## src/rtl/quadrature_generator_pkg.sv

```systemverilog
// Shared types and constants for the quadrature encoder emulator.
// Holds FSM encoding, direction codes and the index -> {A,B} lookup.
package quadrature_generator_pkg;

    localparam int unsigned CNT_W_DEF      = 16;
    localparam int unsigned POS_W_DEF      = 32;
    localparam int unsigned MIN_PHASE_CLKS = 2;
    localparam int unsigned IDX_W          = 2;

    typedef enum logic [1:0] {
        ST_IDLE   = 2'd0,
        ST_RUN    = 2'd1,
        ST_FINISH = 2'd2
    } state_e;

    // Bit order matches the decoder's direction bit.
    localparam logic DIR_CW  = 1'b0;
    localparam logic DIR_CCW = 1'b1;

    // {A,B} pair
    typedef logic [1:0] ab_t;

    // CW walks 00,10,11,01; CCW is the same walk with A and B swapped.
    function automatic ab_t quad_ab(input logic dir, input logic [IDX_W-1:0] idx);
        ab_t cw;
        case (idx)
            2'd0:    cw = 2'b00;
            2'd1:    cw = 2'b10;
            2'd2:    cw = 2'b11;
            default: cw = 2'b01;
        endcase
        return (dir == DIR_CW) ? cw : {cw[0], cw[1]};
    endfunction

endpackage

```

## src/rtl/quadrature_generator_if.sv

```systemverilog
// Command handshake and waveform/status bundle of the quadrature generator.
// master = command source / observer, slave = generator.
interface quadrature_generator_if #(
    parameter int unsigned CNT_W = 16,
    parameter int unsigned POS_W = 32
) ();

    logic                    CMD_VALID;
    logic                    CMD_READY;
    logic                    CMD_DIR;
    logic [CNT_W-1:0]        CMD_STEPS;
    logic [CNT_W-1:0]        PHASE_CLKS;
    logic                    ABORT;
    logic                    SIG_A;
    logic                    SIG_B;
    logic                    BUSY;
    logic [1:0]              STEP_DONE;
    logic                    CMD_DONE;
    logic                    ABORTED;
    logic signed [POS_W-1:0] POSITION;

    modport master (
        output CMD_VALID, CMD_DIR, CMD_STEPS, PHASE_CLKS, ABORT,
        input  CMD_READY, SIG_A, SIG_B, BUSY, STEP_DONE, CMD_DONE, ABORTED, POSITION
    );

    modport slave (
        input  CMD_VALID, CMD_DIR, CMD_STEPS, PHASE_CLKS, ABORT,
        output CMD_READY, SIG_A, SIG_B, BUSY, STEP_DONE, CMD_DONE, ABORTED, POSITION
    );

endinterface

```

## src/rtl/quadrature_generator_quad_phase_timer.sv

```systemverilog
// Loadable phase-dwell down-counter: ticks on the last clock of each dwell
// and reloads itself from the latched period so dwells repeat back to back.
module quad_phase_timer #(
    parameter int unsigned CNT_W = 16
) (
    input  logic             CLK,
    input  logic             RST_N,
    input  logic             load,
    input  logic [CNT_W-1:0] load_val,
    input  logic             en,
    output logic             tick_c
);

    logic [CNT_W-1:0] period_q;
    logic [CNT_W-1:0] cnt_q;

    assign tick_c = en && (cnt_q == '0);

    always_ff @(posedge CLK) begin
        if (!RST_N) begin
            period_q <= CNT_W'(2);
            cnt_q    <= '0;
        end else if (load) begin
            period_q <= load_val;
            cnt_q    <= load_val - CNT_W'(1);
        end else if (tick_c) begin
            cnt_q    <= period_q - CNT_W'(1);
        end else if (en) begin
            cnt_q    <= cnt_q - CNT_W'(1);
        end
    end

endmodule

```

## src/rtl/quadrature_generator.sv

```systemverilog
// Quadrature encoder emulator: turns a step command into registered A/B
// waveforms, one full 00->..->00 cycle per step, with position tracking.
module quadrature_generator
    import quadrature_generator_pkg::*;
#(
    parameter int unsigned CNT_W = CNT_W_DEF,
    parameter int unsigned POS_W = POS_W_DEF
) (
    input  logic                  CLK,
    input  logic                  RST_N,
    quadrature_generator_if.slave bus
);

    state_e             state_q, state_d;
    logic [IDX_W-1:0]   idx_q, idx_d;
    logic               dir_q, dir_d;
    logic [CNT_W-1:0]   steps_q, steps_d;
    logic               abort_q, abort_d;
    logic [POS_W-1:0]   pos_q, pos_d;
    ab_t                ab_q, ab_d;
    logic               ready_q, ready_d;
    logic               busy_q, busy_d;
    logic [1:0]         step_done_q, step_done_d;
    logic               done_q, done_d;
    logic               aborted_q, aborted_d;
    logic               timer_load_c;
    logic               tick_c;
    logic [CNT_W-1:0]   phase_clamped_c;

    // Decoder needs at least two clocks per A/B state.
    assign phase_clamped_c = (bus.PHASE_CLKS < CNT_W'(MIN_PHASE_CLKS))
                           ? CNT_W'(MIN_PHASE_CLKS) : bus.PHASE_CLKS;

    quad_phase_timer #(.CNT_W(CNT_W)) u_timer (
        .CLK      (CLK),
        .RST_N    (RST_N),
        .load     (timer_load_c),
        .load_val (phase_clamped_c),
        .en       (state_q == ST_RUN),
        .tick_c   (tick_c)
    );

    always_ff @(posedge CLK) begin
        if (!RST_N) begin
            state_q     <= ST_IDLE;
            idx_q       <= '0;
            dir_q       <= DIR_CW;
            steps_q     <= '0;
            abort_q     <= 1'b0;
            pos_q       <= '0;
            ab_q        <= 2'b00;
            ready_q     <= 1'b1;
            busy_q      <= 1'b0;
            step_done_q <= 2'b00;
            done_q      <= 1'b0;
            aborted_q   <= 1'b0;
        end else begin
            state_q     <= state_d;
            idx_q       <= idx_d;
            dir_q       <= dir_d;
            steps_q     <= steps_d;
            abort_q     <= abort_d;
            pos_q       <= pos_d;
            ab_q        <= ab_d;
            ready_q     <= ready_d;
            busy_q      <= busy_d;
            step_done_q <= step_done_d;
            done_q      <= done_d;
            aborted_q   <= aborted_d;
        end
    end

    always_comb begin
        state_d      = state_q;
        idx_d        = idx_q;
        dir_d        = dir_q;
        steps_d      = steps_q;
        abort_d      = abort_q;
        pos_d        = pos_q;
        step_done_d  = 2'b00;
        done_d       = 1'b0;
        aborted_d    = 1'b0;
        timer_load_c = 1'b0;

        case (state_q)
            ST_IDLE: begin
                if (bus.CMD_VALID && ready_q) begin
                    dir_d        = bus.CMD_DIR;
                    steps_d      = bus.CMD_STEPS;
                    abort_d      = 1'b0;
                    idx_d        = '0;
                    timer_load_c = 1'b1;
                    state_d      = (bus.CMD_STEPS == '0) ? ST_FINISH : ST_RUN;
                end
            end
            ST_RUN: begin
                if (bus.ABORT) begin
                    abort_d = 1'b1;
                end
                if (tick_c) begin
                    idx_d = idx_q + IDX_W'(1);
                    // A step completes only on the return to 00, so aborts wait for it.
                    if (idx_q == IDX_W'(3)) begin
                        step_done_d[dir_q] = 1'b1;
                        pos_d   = (dir_q == DIR_CW) ? pos_q + POS_W'(1) : pos_q - POS_W'(1);
                        steps_d = steps_q - CNT_W'(1);
                        if (steps_q == CNT_W'(1) || abort_d) begin
                            state_d = ST_FINISH;
                        end
                    end
                end
            end
            ST_FINISH: begin
                done_d    = 1'b1;
                aborted_d = abort_q;
                state_d   = ST_IDLE;
            end
            default: begin
                state_d = ST_IDLE;
            end
        endcase

        ab_d    = quad_ab(dir_d, idx_d);
        ready_d = (state_d == ST_IDLE);
        busy_d  = (state_d != ST_IDLE);
    end

    assign bus.SIG_A     = ab_q[1];
    assign bus.SIG_B     = ab_q[0];
    assign bus.CMD_READY = ready_q;
    assign bus.BUSY      = busy_q;
    assign bus.STEP_DONE = step_done_q;
    assign bus.CMD_DONE  = done_q;
    assign bus.ABORTED   = aborted_q;
    assign bus.POSITION  = pos_q;

endmodule

```

## src/flat_wrapper.sv

```systemverilog
// flat-port wrapper written by rule: the top's interface ports become plain ports
module quadrature_generator_flat import quadrature_generator_pkg::*;
#(
    parameter int unsigned CNT_W = CNT_W_DEF,
    parameter int unsigned POS_W = POS_W_DEF
)
  (CLK, RST_N, bus_CMD_VALID, bus_CMD_DIR, bus_CMD_STEPS, bus_PHASE_CLKS, bus_ABORT, bus_CMD_READY, bus_SIG_A, bus_SIG_B, bus_BUSY, bus_STEP_DONE, bus_CMD_DONE, bus_ABORTED, bus_POSITION);
  quadrature_generator_if #(.CNT_W(CNT_W), .POS_W(POS_W)) bus_i ();
  input  logic CLK;
  input  logic RST_N;
  input wire logic [$bits(bus_i.CMD_VALID)-1:0] bus_CMD_VALID;
  input wire logic [$bits(bus_i.CMD_DIR)-1:0] bus_CMD_DIR;
  input wire logic [$bits(bus_i.CMD_STEPS)-1:0] bus_CMD_STEPS;
  input wire logic [$bits(bus_i.PHASE_CLKS)-1:0] bus_PHASE_CLKS;
  input wire logic [$bits(bus_i.ABORT)-1:0] bus_ABORT;
  output wire logic [$bits(bus_i.CMD_READY)-1:0] bus_CMD_READY;
  output wire logic [$bits(bus_i.SIG_A)-1:0] bus_SIG_A;
  output wire logic [$bits(bus_i.SIG_B)-1:0] bus_SIG_B;
  output wire logic [$bits(bus_i.BUSY)-1:0] bus_BUSY;
  output wire logic [$bits(bus_i.STEP_DONE)-1:0] bus_STEP_DONE;
  output wire logic [$bits(bus_i.CMD_DONE)-1:0] bus_CMD_DONE;
  output wire logic [$bits(bus_i.ABORTED)-1:0] bus_ABORTED;
  output wire logic [$bits(bus_i.POSITION)-1:0] bus_POSITION;
  assign bus_i.CMD_VALID = bus_CMD_VALID;
  assign bus_i.CMD_DIR = bus_CMD_DIR;
  assign bus_i.CMD_STEPS = bus_CMD_STEPS;
  assign bus_i.PHASE_CLKS = bus_PHASE_CLKS;
  assign bus_i.ABORT = bus_ABORT;
  assign bus_CMD_READY = bus_i.CMD_READY;
  assign bus_SIG_A = bus_i.SIG_A;
  assign bus_SIG_B = bus_i.SIG_B;
  assign bus_BUSY = bus_i.BUSY;
  assign bus_STEP_DONE = bus_i.STEP_DONE;
  assign bus_CMD_DONE = bus_i.CMD_DONE;
  assign bus_ABORTED = bus_i.ABORTED;
  assign bus_POSITION = bus_i.POSITION;
  quadrature_generator #(.CNT_W(CNT_W), .POS_W(POS_W)) u_core (.CLK(CLK), .RST_N(RST_N), .bus(bus_i));
endmodule
```

## config.mk

```make
export PLATFORM = sky130hd
export DESIGN_NAME = quadrature_generator_flat
export DESIGN_NICKNAME = d
export VERILOG_FILES = /design/src/rtl/quadrature_generator_pkg.sv /design/src/rtl/quadrature_generator_if.sv /design/src/rtl/quadrature_generator_quad_phase_timer.sv /design/src/rtl/quadrature_generator.sv /design/src/flat_wrapper.sv
export SDC_FILE = /design/constraint.sdc
export NUM_CORES = 1
export LEC_CHECK = 0
export CAP_MARGIN = 20
export CORE_ASPECT_RATIO = 0.9
export CORE_MARGIN = 2
export CORE_UTILIZATION = 44
export CTS_CLUSTER_DIAMETER = 200
export DETAILED_ROUTE_END_ITERATION = 12
export GPL_ROUTABILITY_DRIVEN = 0
export PLACE_DENSITY = 0.68
export SLEW_MARGIN = 20
export SYNTH_ARGS = -nofsm -noshare
export SYNTH_HDL_FRONTEND = slang
export SYNTH_SLANG_ARGS = --single-unit
```

## constraint.sdc

```tcl
create_clock -name CLK -period 3.1 [get_ports CLK]
set_clock_uncertainty 0.15 [all_clocks]
set_input_delay 0.62 -clock CLK [delete_from_list [all_inputs] [get_ports CLK]]
set_output_delay 0.62 -clock CLK [all_outputs]
set_load 0.01 [all_outputs]
```

==> results of run 1 <==
cell usage in the layout (no fill, tap or decap), types with 5 or more instances in the layout:
master and instances:
o21ai_1 10, inv_1 20, a31oi_1 7, xnor2_1 20, nand4_1 7, nand3_1 32, a21o_1 11, buf_4 55
nand2b_1 6, and3_1 5, nor4_1 20, clkdlybuf4s50_1 76, a21oi_1 91, and2_1 5, dfxtp_1 93, clkbuf_16 9
ha_4 10, o21a_1 7, a22oi_1 7, o21ai_0 47, nor3_1 13, nand2_1 130, ha_1 23, xor2_1 16
a211oi_1 14, nor2_1 59, mux2i_1 8
per-stage QoR:
step                      power, mW  hold WS (ns)  worst slack [ns]  TNS (ns)  instances
after CTS                      3.27         0.309           0.00866         0       1048
after detailed placement       2.17         0.299            -0.363     -2.96       1033
final                          3.31         0.308            0.0849         0       1056
after global routing           3.45         0.322           -0.0361   -0.0583       1056
after global placement         2.14         0.298            -0.285     -1.89       1033
after floorplan                1.90         0.286             0.153         0        779
power by group through the flow:
| stage | combinational, mW | sequential (mW) | clock, mW |
|---|---|---|---|
| 2_1_floorplan | 0.528 | 1.37 | 0 |
| 6_report | 0.838 | 1.36 | 1.11 |
| 4_1_cts | 0.783 | 1.36 | 1.12 |
| 3_3_place_gp | 0.755 | 1.39 | 0 |
| 3_5_place_dp | 0.777 | 1.39 | 0 |
| 5_1_grt | 0.916 | 1.37 | 1.16 |
state kept, by name, indices dropped and copies added, names as in the netlist, 2 cells and up:
name,cells
u_core.idx_q,2
u_core.state_q,2
u_core.u_timer.period_q,16
u_core.steps_q,16
u_core.bus.STEP_DONE,2
u_core.ab_q,2
u_core.bus.POSITION,32
u_core.u_timer.cnt_q,16
metal layers:
metal	global-route usage, %	part of all wire [%]
met5	0	0
met1	29.5	44
met2	39.6	48
met4	7.91	2.5
met3	5.19	6.1
critical path: stages, from the launching register on:
cell and delay [ns]:
dfxtp_4 0.37, buf_12 0.16, ha_4 0.26, buf_4 0.13, a21oi_1 0.22, nor2_1 0.11, a211oi_4 0.34, o31ai_4 0.10
a211o_1 0.34, a21oi_2 0.23, o41ai_2 0.12, mux2i_1 0.19, mux2i_1 0.21
final timing paths:
| kind | to | slack [ns] | cells after the start |
|---|---|---|---|
| max | u_core.bus.POSITION[31] | 0.08 | 12 |
| max reg2reg | u_core.bus.POSITION[31] | 0.08 | 12 |
| min | u_core.u_timer.period_q[0] | 0.31 | 2 |
| min reg2reg | u_core.u_timer.period_q[0] | 0.31 | 2 |
final cells by class:
class	instances	area, um2	area share, %
multi-input combinational	623	4030	52.1
sequential	94	1890	24.3
timing repair buffer	135	1250	16.2
clock buffer	11	233	3.01
tap	168	210	2.71
inverter	21	78.8	1.02
clock inverter	4	48.8	0.630
repair_timing:
action	4_1_cts	5_1_grt
pin swaps	0	15
hold buffers	0	0
resized for setup	1	31
buffers inserted	0	9
setup endpoints to repair	1	20
logic make-up (layout without fill, tap and decap cells):
logic type               count (synthesis)  in the layout  synth area share [%]
XOR/XNOR                                36             36                  5.29
adder cells (fa/ha/maj)                 37             37                  7.89
flip-flops                              94             94                  31.5
multiplexers                             8              8                  1.34
AO/OA/AOI/OAI                          241            241                  25.7
AND/OR/NAND/NOR                        301            301                  23.6
buffers and inverters                   62            171                  4.66
==> impl_metrics.yaml, run 1 <==
status:
  status: "finished, final reports clean"
synthesis:
  ys_warn_count: 0
  syn_inst: 779
  synth-edff-count: 0
  synth-seq-cells: 94
  synthTopCellsByArea: "dfxtp_1, nand2_1, a21oi_1, ha_1, o21ai_0"
  synth_async_sr_flop_share_pct: 0
  yosysTopAreaCell: "dfxtp_1"
  syn_nets: 853
  ys_seq_area_share_pct: 31.5
  synth_commonest_cells: "nand2_1, dfxtp_1, a21oi_1"
  synth_top_area_share_pct: 31.5
  synth_area_per_cell_um2: 7.66
  ys.flop_type: "dfxtp_1"
  syn_area_um2: 5970
  synthDistinctLibCells: 70
  yosysMostFrequentCell: "nand2_1"
route:
  drt-total-wl_um: 17200
  post_drt_wl_per_cell_um: 16.3
  via_per_inst: 5.84
  ant_nets: 0
  num_vias: 6169
  drt_iter0_markers: 522
  drc: 0
  first_pass_iters: 5
cts:
  clock_latency_ns: 0.36
  path_clk_slew_ns: 0.07
  clock-sinks: 94
  cts_tree: "yes"
  h-tree-depth: 3
  clockRootBuffer: "clkbuf_16"
  cts_buffers: 9
  clock_path_buffers: 2
critical_path:
  path_class: "reg2reg"
  arrival_ns: 3.15
  cp-start-kind: "flop"
  required_ns: 3.23
  cp_max_fo: 10
  cp-end-kind: "flop"
  cp-startpoint: "u_core.dir_q"
  reg2reg_from: "u_core.dir_q"
sta:
  tightest_slew_ns: 0.554
  setup_violations: 0
  max_freq_mhz: 332
  hold_violations: 0
  period_share_pct: 97.3
  slew_headroom_pct: 62.9
  period_needed_ns: 3.02
  slew_violations: 0
die:
  die_h_um: 114
  fp.dieW_um: 127
  core_area_um2: 13300
  initial_utilization_pct: 44.8
  die_area_um2: 14500
  rows: 40
  ios: 77
layout:
  fin_nets: 958
  n_antenna_cell: 0
  nFillCells: 1213
  areaGrowthSynthToFinish_pct: 29.8
  final_area_um2: 7740
  post_route_cells_drive_above_1_share_pct: 13.5
  post-route-util_pct: 58.2
grt:
  gr-total-overflow: 0
  grt_pass1_wl_um: 27500
  grt_max_degree: 48
  grtUsageTotal_pct: 23.3
  grt_pass1_vias: 5811
  antenna_found_initial: 0
power:
  p_int_mw: 2.27
  netSwitchingPower_mw: 1.04
  p_clk_share_pct: 33.4
  ir_drop_mv: 0.295
  power_density_nw_per_um2: 427
  p_leak_nw: 2.99
  p_seq_share_pct: 41.3
  sw_frac_of_total_pct: 31.5
  power_frac_comb_pct: 25.3
place:
  numPortBuffers: 76
  dp_hpwl_um: 12300
  placed_area_um2: 7170
job:
  maxCapViolations: 0
min_path:
  worstHoldStart: "u_core.u_timer.period_q[0]"
  hold_path_class: "reg2reg"
Note: power is estimated with default switching activity, not from simulation.
==> run 2, diff against run 1 <==
--- a/config.mk
+++ b/config.mk
@@ -11,8 +11,9 @@
 export CORE_UTILIZATION = 44
 export CTS_CLUSTER_DIAMETER = 200
 export DETAILED_ROUTE_END_ITERATION = 12
+export DONT_BUFFER_PORTS = 1
 export GPL_ROUTABILITY_DRIVEN = 0
-export PLACE_DENSITY = 0.68
+export SETUP_SLACK_MARGIN = 0.4
 export SLEW_MARGIN = 20
 export SYNTH_ARGS = -nofsm -noshare
 export SYNTH_HDL_FRONTEND = slang
==> constraint.sdc (replaced) <==
create_clock -name CLK -period 3.1 [get_ports CLK]
set_clock_uncertainty 0.15 [all_clocks]
set_input_delay 0.93 -clock CLK [delete_from_list [all_inputs] [get_ports CLK]]
set_output_delay 0.93 -clock CLK [all_outputs]
set_load 0.01 [all_outputs]
==> run 2 against run 1 <==
  * Worst setup slack improved by 0.020 ns
  * Critical path type unchanged
  * Worst hold slack worse by 0.0010 ns
  * Cell count shrank 5.8%
  * Largest cell class unchanged
  * Sequential share of layout area grew 1.0 points
  * Total power decreased by 2.0%
  * Count of clock-buffer cells in the layout shrank 1
  * First-iteration DRC count shrank 9.6%
  * Cell area is 4.1% lower
==> impl_metrics.yaml, run 2 (synthesis results as in run 1) <==
status:
  status: "finished, final reports clean"
power:
  power_density_nw_per_um2: 436
  ir_drop_mv: 0.442
  p_leak_nw: 2.84
layout:
  post-route-util_pct: 55.8
  layout.cells.non_filler: 995
  largest_reg_flops: 32
  nFillCells: 1241
  n_antenna_cell: 0
  final_common_cell: "nand2_1"
  final_cell_mix: "nand2_1, dfxtp_1, a21oi_1"
  fin_nets: 896
  areaGrowthSynthToFinish_pct: 24.5
  post_route_cells_drive_above_1_share_pct: 22.0
  final_area_um2: 7430
grt:
  grt_pass1_wl_um: 28000
  grt_max_degree: 45
  gr-total-overflow: 0
  antenna_found_initial: 0
  grt_pass1_vias: 5625
  grtUsageTotal_pct: 24.0
cts:
  clock-sinks: 94
  clock_path_buffers: 2
  h-tree-depth: 3
  path_clk_slew_ns: 0.07
  cts_tree: "yes"
  clockRootBuffer: "clkbuf_16"
  clock_latency_ns: 0.35
  hold_buffers: 0
  cts_buffers: 9
min_path:
  hold_path_class: "reg2reg"
  holdPathEnd: "u_core.u_timer.period_q[6]"
  hold_depth: 2
  worstHoldStart: "u_core.u_timer.period_q[6]"
critical_path:
  cp-startpoint: "u_core.dir_q"
  required_ns: 3.22
  worstPathCellList: "buf_6 -> buf_12 -> ha_4 -> nand4_1 -> a211oi_2 -> a211oi_2 -> buf_4 -> o31ai_4 -> a211o_1 -> a21oi_2 -> o41ai_2 -> mux2i_1 -> mux2i_1"
  cp_max_fo: 6
  cp-start-kind: "flop"
  worstRegToRegCells: 13
  r2r_setup_slack_ns: 0.10
  reg2reg_from: "u_core.dir_q"
  arrival_ns: 3.12
  path_class: "reg2reg"
  reg2reg_to: "u_core.bus.POSITION[31]"
  cp_top_family: "compound AO/OA/AOI/OAI gates"
  cpPeakStageDelay_ns: 0.38
  cp-end-kind: "flop"
  slowest_stage: "dfxtp_4"
  cp_num_buf_inv: 3
sta:
  period_share_pct: 96.6
  slew_headroom_pct: 59.3
  period_needed_ns: 3.00
  max_freq_mhz: 334
  hold_violations: 0
  slew_violations: 0
  setup_violations: 0
  tightest_slew_ns: 0.609
  rsz0062_at_grt: "true"
die:
  die_h_um: 114
  initial_utilization_pct: 44.8
  die_area_um2: 14500
  rows: 40
  ios: 77
  core_area_um2: 13300
  fp.dieW_um: 127
route:
  drt_iter0_markers: 472
  first_pass_iters: 5
  post_drt_wl_per_cell_um: 17.8
  via_per_inst: 5.96
  num_vias: 5928
  ant_nets: 0
  drc: 0
  drt-total-wl_um: 17700
place:
  dp.cells: 946
  placed_area_um2: 6480
  numPortBuffers: 0
  dp_hpwl_um: 12100
job:
  maxCapViolations: 0
==> run 2: area by class of cell <==
| type | instances | area (um2) | area share [%] |
|---|---|---|---|
| Clock inverter | 6 | 38.8 | 0.522 |
| Multi-Input combinational cell | 623 | 4330 | 58.2 |
| Timing Repair Buffer | 73 | 658 | 8.86 |
| Clock buffer | 10 | 229 | 3.08 |
| Sequential cell | 94 | 1890 | 25.4 |
| Tap cell | 168 | 210 | 2.83 |
| Inverter | 21 | 81.3 | 1.09 |
==> run 2: worst min-delay path, cell delays in order (launching register included) <==
cell and delay, ns:
dfxtp_1 0.31, nand2_1 0.05, a21oi_1 0.05
==> run 2: worst max path at each step <==
stage | to | cells past startpoint | slack [ns]
floorplan | u_core.u_timer.cnt_q[14] | 11 | 0.18
global placement | u_core.u_timer.cnt_q[12] | 10 | -0.04
detailed placement | u_core.u_timer.cnt_q[14] | 10 | -0.12
CTS | u_core.bus.POSITION[31] | 13 | 0.11
global route | u_core.bus.POSITION[31] | 13 | -0.03
finish | u_core.bus.POSITION[31] | 13 | 0.10
==> run 2: power breakdown <==
part | internal [mW] | switching (mW) | total (mW)
clock network | 0.541 | 0.492 | 1.03
logic | 0.367 | 0.478 | 0.845
registers | 1.28 | 0.0813 | 1.36
==> run 2: stage by stage <==
stage / power [mW] / setup TNS (ns) / hold WS (ns) / worst slack [ns]
6_report: 3.24 / 0 / 0.307 / 0.105
5_1_grt: 3.41 / -0.0573 / 0.336 / -0.0333
4_1_cts: 3.20 / 0 / 0.308 / 0.114
3_5_place_dp: 2.14 / -0.289 / 0.299 / -0.117
3_3_place_gp: 2.12 / -0.0768 / 0.296 / -0.0408
2_1_floorplan: 1.93 / 0 / 0.286 / 0.179
==> run 2: per-layer routing <==
layer	vias to the layer above	wire, um	GRT usage [%]
met5	-	0	0
met4	0	408	7.84
met3	29	954	6.31
met2	176	8580	41.6
met1	2830	7760	29.1
li1	2893	-	-
==> run 2: what timing repair did <==
action,CTS,global route
endpoints found under the setup margin,46,32
gates resized for setup,34,48
pin swaps,15,42
buffers inserted,16,16
gates cloned,0,1
